<file path="src/rtl/program_loader.sv">
`timescale 1ns/1ps
`default_nettype none
// ============================================================================
// Module      : program_loader
// Description : Bus initiator that copies a byte stream into Memory before the
//               CPU runs. Holds the CPU in reset while loading. Each accepted
//               byte becomes one write at LOAD_BASE+index (mod 2**ADDR_W).
//               Optional build macro LOADER_VERIFY_EN adds a read-back check
//               after every write; a mismatch parks the loader in ERROR.
// Revision    : 1.0 - initial release
// ============================================================================
module program_loader #(
    parameter int ADDR_W    = 6,
    parameter int DATA_W    = 8,
    parameter int LOAD_BASE = 0,
    parameter int LOAD_LEN  = 64
) (
    input  logic              clk,
    input  logic              reset,
    input  logic              start,
    input  logic [DATA_W-1:0] in_data,
    input  logic              in_valid,
    output logic              in_ready,
    output logic [ADDR_W-1:0] adr_bus,
    output logic [DATA_W-1:0] data_bus_out,
    input  logic [DATA_W-1:0] data_bus_in,
    output logic              rd_mem,
    output logic              wr_mem,
    output logic              cpu_hold,
    output logic              busy,
    output logic              done,
    output logic              err,
    output logic [ADDR_W:0]   byte_count
);

    // ------------------------------------------------------------------
    // Constants
    // ------------------------------------------------------------------
    localparam logic [ADDR_W-1:0] c_BASE = (ADDR_W)'(LOAD_BASE);
    localparam logic [ADDR_W:0]   c_LEN  = (ADDR_W+1)'(LOAD_LEN);
    localparam logic [ADDR_W:0]   c_LAST = (ADDR_W+1)'(LOAD_LEN - 1);

    localparam logic [2:0] c_IDLE       = 3'd0;
    localparam logic [2:0] c_WAIT_BYTE  = 3'd1;
    localparam logic [2:0] c_WRITE      = 3'd2;
`ifdef LOADER_VERIFY_EN
    localparam logic [2:0] c_VERIFY_RD  = 3'd3;
    localparam logic [2:0] c_VERIFY_CHK = 3'd4;
`endif
    localparam logic [2:0] c_DONE       = 3'd5;
    localparam logic [2:0] c_ERROR      = 3'd6;

    // ------------------------------------------------------------------
    // State and datapath
    // ------------------------------------------------------------------
    logic [2:0]        r_state;
    logic [2:0]        w_state_nxt;
    logic [DATA_W-1:0] r_byte;
    logic [ADDR_W-1:0] r_adr;
    logic [ADDR_W:0]   r_count;
    logic              w_start_ok;
    logic              w_accept;

    // start is only honoured from the resting states
    assign w_start_ok = start && ((r_state == c_IDLE) || (r_state == c_DONE) ||
                                  (r_state == c_ERROR));
    // in_ready is asserted exactly in WAIT_BYTE, so this is the handshake
    assign w_accept   = in_valid && (r_state == c_WAIT_BYTE);

`ifndef LOADER_VERIFY_EN
    // Read-back data is meaningless without the verify stage
    logic w_unused_din;
    assign w_unused_din = ^data_bus_in;
`endif

    // State register
    always_ff @(posedge clk or negedge reset) begin
        if (!reset) begin
            r_state <= c_IDLE;
        end else begin
            r_state <= w_state_nxt;
        end
    end

    // Next-state logic
    always_comb begin
        w_state_nxt = r_state;
        case (r_state)
            c_IDLE, c_DONE, c_ERROR: begin
                if (start) w_state_nxt = c_WAIT_BYTE;
            end
            c_WAIT_BYTE: begin
                if (in_valid) w_state_nxt = c_WRITE;
            end
            c_WRITE: begin
`ifdef LOADER_VERIFY_EN
                w_state_nxt = c_VERIFY_RD;
`else
                w_state_nxt = (r_count == c_LAST) ? c_DONE : c_WAIT_BYTE;
`endif
            end
`ifdef LOADER_VERIFY_EN
            c_VERIFY_RD: begin
                w_state_nxt = c_VERIFY_CHK;
            end
            c_VERIFY_CHK: begin
                // r_count already includes the byte under test
                if (data_bus_in != r_byte) begin
                    w_state_nxt = c_ERROR;
                end else if (r_count == c_LEN) begin
                    w_state_nxt = c_DONE;
                end else begin
                    w_state_nxt = c_WAIT_BYTE;
                end
            end
`endif
            default: w_state_nxt = c_IDLE;
        endcase
    end

    // Byte latch, target address and count; address is frozen at accept
    // time so the verify read reuses it after the count has advanced
    always_ff @(posedge clk or negedge reset) begin
        if (!reset) begin
            r_byte  <= '0;
            r_adr   <= '0;
            r_count <= '0;
        end else begin
            if (w_start_ok) begin
                r_count <= '0;
            end
            if (w_accept) begin
                r_byte <= in_data;
                r_adr  <= c_BASE + r_count[ADDR_W-1:0];
            end
            if (r_state == c_WRITE) begin
                r_count <= r_count + 1'b1;
            end
        end
    end

    assign byte_count = r_count;

    // Output decode, purely from state so strobes drop with async reset
    always_comb begin
        in_ready     = 1'b0;
        wr_mem       = 1'b0;
        rd_mem       = 1'b0;
        adr_bus      = '0;
        data_bus_out = '0;
        busy         = 1'b0;
        cpu_hold     = 1'b0;
        done         = 1'b0;
        err          = 1'b0;
        case (r_state)
            c_WAIT_BYTE: begin
                in_ready = 1'b1;
                busy     = 1'b1;
                cpu_hold = 1'b1;
            end
            c_WRITE: begin
                wr_mem       = 1'b1;
                adr_bus      = r_adr;
                data_bus_out = r_byte;
                busy         = 1'b1;
                cpu_hold     = 1'b1;
            end
`ifdef LOADER_VERIFY_EN
            c_VERIFY_RD: begin
                rd_mem   = 1'b1;
                adr_bus  = r_adr;
                busy     = 1'b1;
                cpu_hold = 1'b1;
            end
            c_VERIFY_CHK: begin
                busy     = 1'b1;
                cpu_hold = 1'b1;
            end
            c_ERROR: begin
                err      = 1'b1;
                cpu_hold = 1'b1;
            end
`else
            c_ERROR: begin
                cpu_hold = 1'b1;
            end
`endif
            c_DONE: begin
                done = 1'b1;
            end
            default: begin
            end
        endcase
    end

endmodule
`default_nettype wire

</file>
<file path="config.mk">
export PLATFORM = sky130hd
export DESIGN_NAME = program_loader
export DESIGN_NICKNAME = d
export VERILOG_FILES = /design/src/rtl/program_loader.sv
export SDC_FILE = /design/constraint.sdc
export NUM_CORES = 1
export LEC_CHECK = 0
export BUFFER_PORTS_ARGS = -buffer_cell sky130_fd_sc_hd__buf_2
export CORE_MARGIN = 2
export CORE_UTILIZATION = 40
export CTS_CLUSTER_SIZE = 14
export DETAILED_ROUTE_END_ITERATION = 6
export PLACE_DENSITY = 0.68
export SLEW_MARGIN = 20
export SYNTH_ARGS = -nofsm -noshare
export SYNTH_HDL_FRONTEND = slang
export SYNTH_SLANG_ARGS = --single-unit
export TNS_END_PERCENT = 50
</file>
<file path="constraint.sdc">
create_clock -name clk -period 3.9 [get_ports clk]
set_input_delay 0.195 -clock clk [delete_from_list [all_inputs] [get_ports clk]]
set_output_delay 0.195 -clock clk [all_outputs]
set_load 0.02 [all_outputs]
</file>
==> summary.txt <==
Status
  – Outcome: finished, final reports clean

Detailed routing
  – Vias after detailed routing: 913
  – Routed Antenna Nets: 0
  – Initial detailed-routing violation count: 30
  – Routed vias/inst: 5.22
  – Final WL: 2260 um
  – Drt first pass iters: 4
  – # DRC: 0
  – Post-DR wirelength/cell: 12.9 um

Yosys
  – YS warnings: 0
  – Sequential-to-total area share from yosys stat: 0.505
  – Synth Register Bits: 24
  – Avg Inst Size Synth: 11.0 um^2
  – Synthesized area: 0.00119 mm^2
  – Netlist cell types: 33
  – Share of the synthesized area in the top cell type: 0.505
  – Synth top area cells: dfrtp_1 (50%), mux2_2 (13%), and2_1 (7.4%)
  – Synth Instances: 108
  – Largest area contributor in the netlist: dfrtp_1

Power and ir drop
  – Sw frac: 0.379
  – Clock power frac: 0.124
  – P_sw: 309 uW
  – Comb pwr share: 0.411
  – Int Power: 506 uW
  – Tot Pwr: 815 uW
  – Reg power frac: 0.465
  – Worst VDD drop: 0.000415 V
  – Leakage: 0.720 nW
  – Cell Pwr Density: 574 mW/mm^2

STA
  – Worst Skew: 0.00667 ns
  – RSZ-0062 raised after global routing: no
  – Final setup vio count: 0
  – Worst relative slew slack: 0.584
  – TNS Setup: 0 ns
  – Final Max Tran Viols: 0
  – FMAX: 433 MHz
  – Minimum clock period: 2.31 ns
  – Hold WS: 0.119 ns
  – Fin crit share: 0.592
  – Slew at the pin with the worst max-slew slack: 0.621 ns
  – Count of final hold-check violations: 0

Critical path
  – Worst Path Max Fanout: 20
  – Critical path's top delay family: simple AND/OR/NAND/NOR gates
  – Crit Path Category: flop to output pin
  – Startpoint types: flop
  – CP Capture Type: output pin
  – Critical Path RT: 3.70 ns
  – Crit path largest cell delay: 0.51 ns
  – CP Data Arrival Time: 2.11 ns
  – Cells along the critical path: or3b_1 -> inv_1 -> and2_1 -> buf_2
  – Worst Path Buf+Inv: 2
  – Crit path max-delay cell type: or3b_1

Die
  – Chip height: 58.5 um
  – # IOs: 48
  – Placement Rows: 19
  – Die X: 58.5 um
  – Starting Density: 0.428
  – Die area: 0.00343 mm^2
  – Std-Cell Core Area: 0.00278 mm^2

GRT
  – First-pass GRT wire length: 3730 um
  – Initial antenna violation count: 0
  – Vias in the first global route: 869
  – Tot GR Track Use: 0.140
  – Congestion Overflow GR: 0
  – Largest net degree at the start of global routing: 25

Clock network
  – Post_cts resized: 0
  – Worst-path clk slew: 0.12 ns
  – TritonCTS Sinks: 24
  – CTS Buf Count: 3
  – CTS Buffer Depth: 2
  – CTS root buf: clkbuf_4
  – H-Tree Depth: 1
  – CTS tree: done
  – Clock latency on the worst-skew pair: 0.30 ns

Cells and area
  – Most frequent cells in the layout: buf_2 (37), dfrtp_1 (24), and2_1 (14), mux2_2 (14), inv_1 (8)
  – Antenna diodes: 0
  – Commonest non-fill, non-tap cell in the layout: buf_2
  – Final #Nets: 167
  – Layout cells sized above 1: 0.403
  – Util after Layout: 0.510
  – Syn-to-layout area delta: 19.2%

Placement
  – Placer congestion estimate: 0.749
  – IO buf count: 37
  – Post-DP HPWL: 1660 um

Worst hold path
  – HP Class: primary input to flop

Run
  – Max Cap Viol: 0
## worst register-to-register path: cells and delay by family (launching register included)
family,cells,cell delay (ns)
buffers and inverters,1,0.45
and+or+nand+nor,1,0.51
DFF,1,0.47
AOI/OAI and AO/OA,2,0.29
## final timing paths
| path | start | to | slack, ns | depth (start not counted) |
|---|---|---|---|---|
| worst max-delay path | r_state[2] | adr_bus[1] | 1.59 | 4 |
| worst min-delay path | in_data[4] | r_byte[4] | 0.12 | 2 |
| worst max register to register | r_state[2] | byte_count[5] | 2.09 | 4 |
| worst min register to register | r_byte[4] | r_byte[4] | 0.51 | 1 |
| max in group asynchronous | reset | r_byte[6] | 3.16 | 2 |
| min in group asynchronous | reset | byte_count[4] | 0.39 | 2 |
## cells in the mapped netlist
| master | n |
|---|---|
| a211o_1 | 1 |
| a21oi_1 | 2 |
| and2_1 | 14 |
| and2b_1 | 1 |
| buf_2 | 3 |
| buf_4 | 2 |
| clkbuf_1 | 1 |
| clkbuf_2 | 1 |
| conb_1 | 1 |
| dfrtp_1 | 24 |
| ha_1 | 1 |
| inv_1 | 8 |
| mux2_2 | 14 |
| mux2i_1 | 1 |
| nand2_1 | 4 |
| nand2b_1 | 2 |
| nand3_1 | 4 |
| nand4b_1 | 1 |
| nor2_1 | 2 |
| nor2b_1 | 2 |
| o211ai_1 | 5 |
| o211ai_2 | 1 |
| o21a_1 | 1 |
| o21ai_0 | 3 |
| o21bai_1 | 1 |
| o221ai_1 | 1 |
| o22ai_1 | 1 |
| or3_1 | 1 |
| or3b_1 | 1 |
| or3b_2 | 1 |
| or4_1 | 1 |
| or4_4 | 1 |
| xnor2_1 | 1 |
## registers in the layout (all words and copies together) (netlist names)
name,cells
byte_count,7
r_adr,6
r_state,3
r_byte,8
## repair_timing
action	CTS	global route
endpoints found under the setup margin	0	0
hold endpoints to repair	24	0
hold buffers	1	0
buffers inserted	0	0
## power by group through the flow
stage	registers [mW]	clock network [mW]	logic (mW)
finish	0.379	0.101	0.335
detailed placement	0.386	0	0.339
global placement	0.381	0	0.329
CTS	0.380	0.108	0.340
global route	0.394	0.121	0.367
floorplan	0.389	0	0.233
## layout make-up
type | count | area (um^2)
Clock buffer | 3 | 22.5
Multi-Input combinational cell | 70 | 524
Tap cell | 31 | 38.8
Fill cell | 256 | 1360
Inverter | 8 | 30.0
Sequential cell | 24 | 601
Timing Repair Buffer | 39 | 203
## cells by family (layout without fill, tap and decap cells)
logic type      count (synthesis)  count (layout)  synth area share
fa+ha+maj                       1               1            0.0105
xor+xnor                        1               1           0.00736
simple gates                   35              35             0.180
flops                          24              24             0.505
mux                            15              15             0.141
buf+inv                        15              50            0.0578
other cells                     1               2           0.00315
compound gates                 16              16            0.0957
## routing by layer
metal	up-vias	wire, um	global-route usage
met1	434	1090	0.186
li1	443	-	-
met2	32	1010	0.223
met3	4	134	0.0286
met5	-	0	0
met4	0	27	0.0598
## stage by stage
stage | instances | instance area, um^2 | worst slack (ns)
floorplan | 109 | 1190 | 2.10
global placement | 171 | 1390 | 1.97
detailed placement | 171 | 1390 | 1.94
CTS | 175 | 1420 | 1.57
global route | 175 | 1420 | 1.44
finish | 175 | 1420 | 1.59
(Power assumes the default switching activity.)
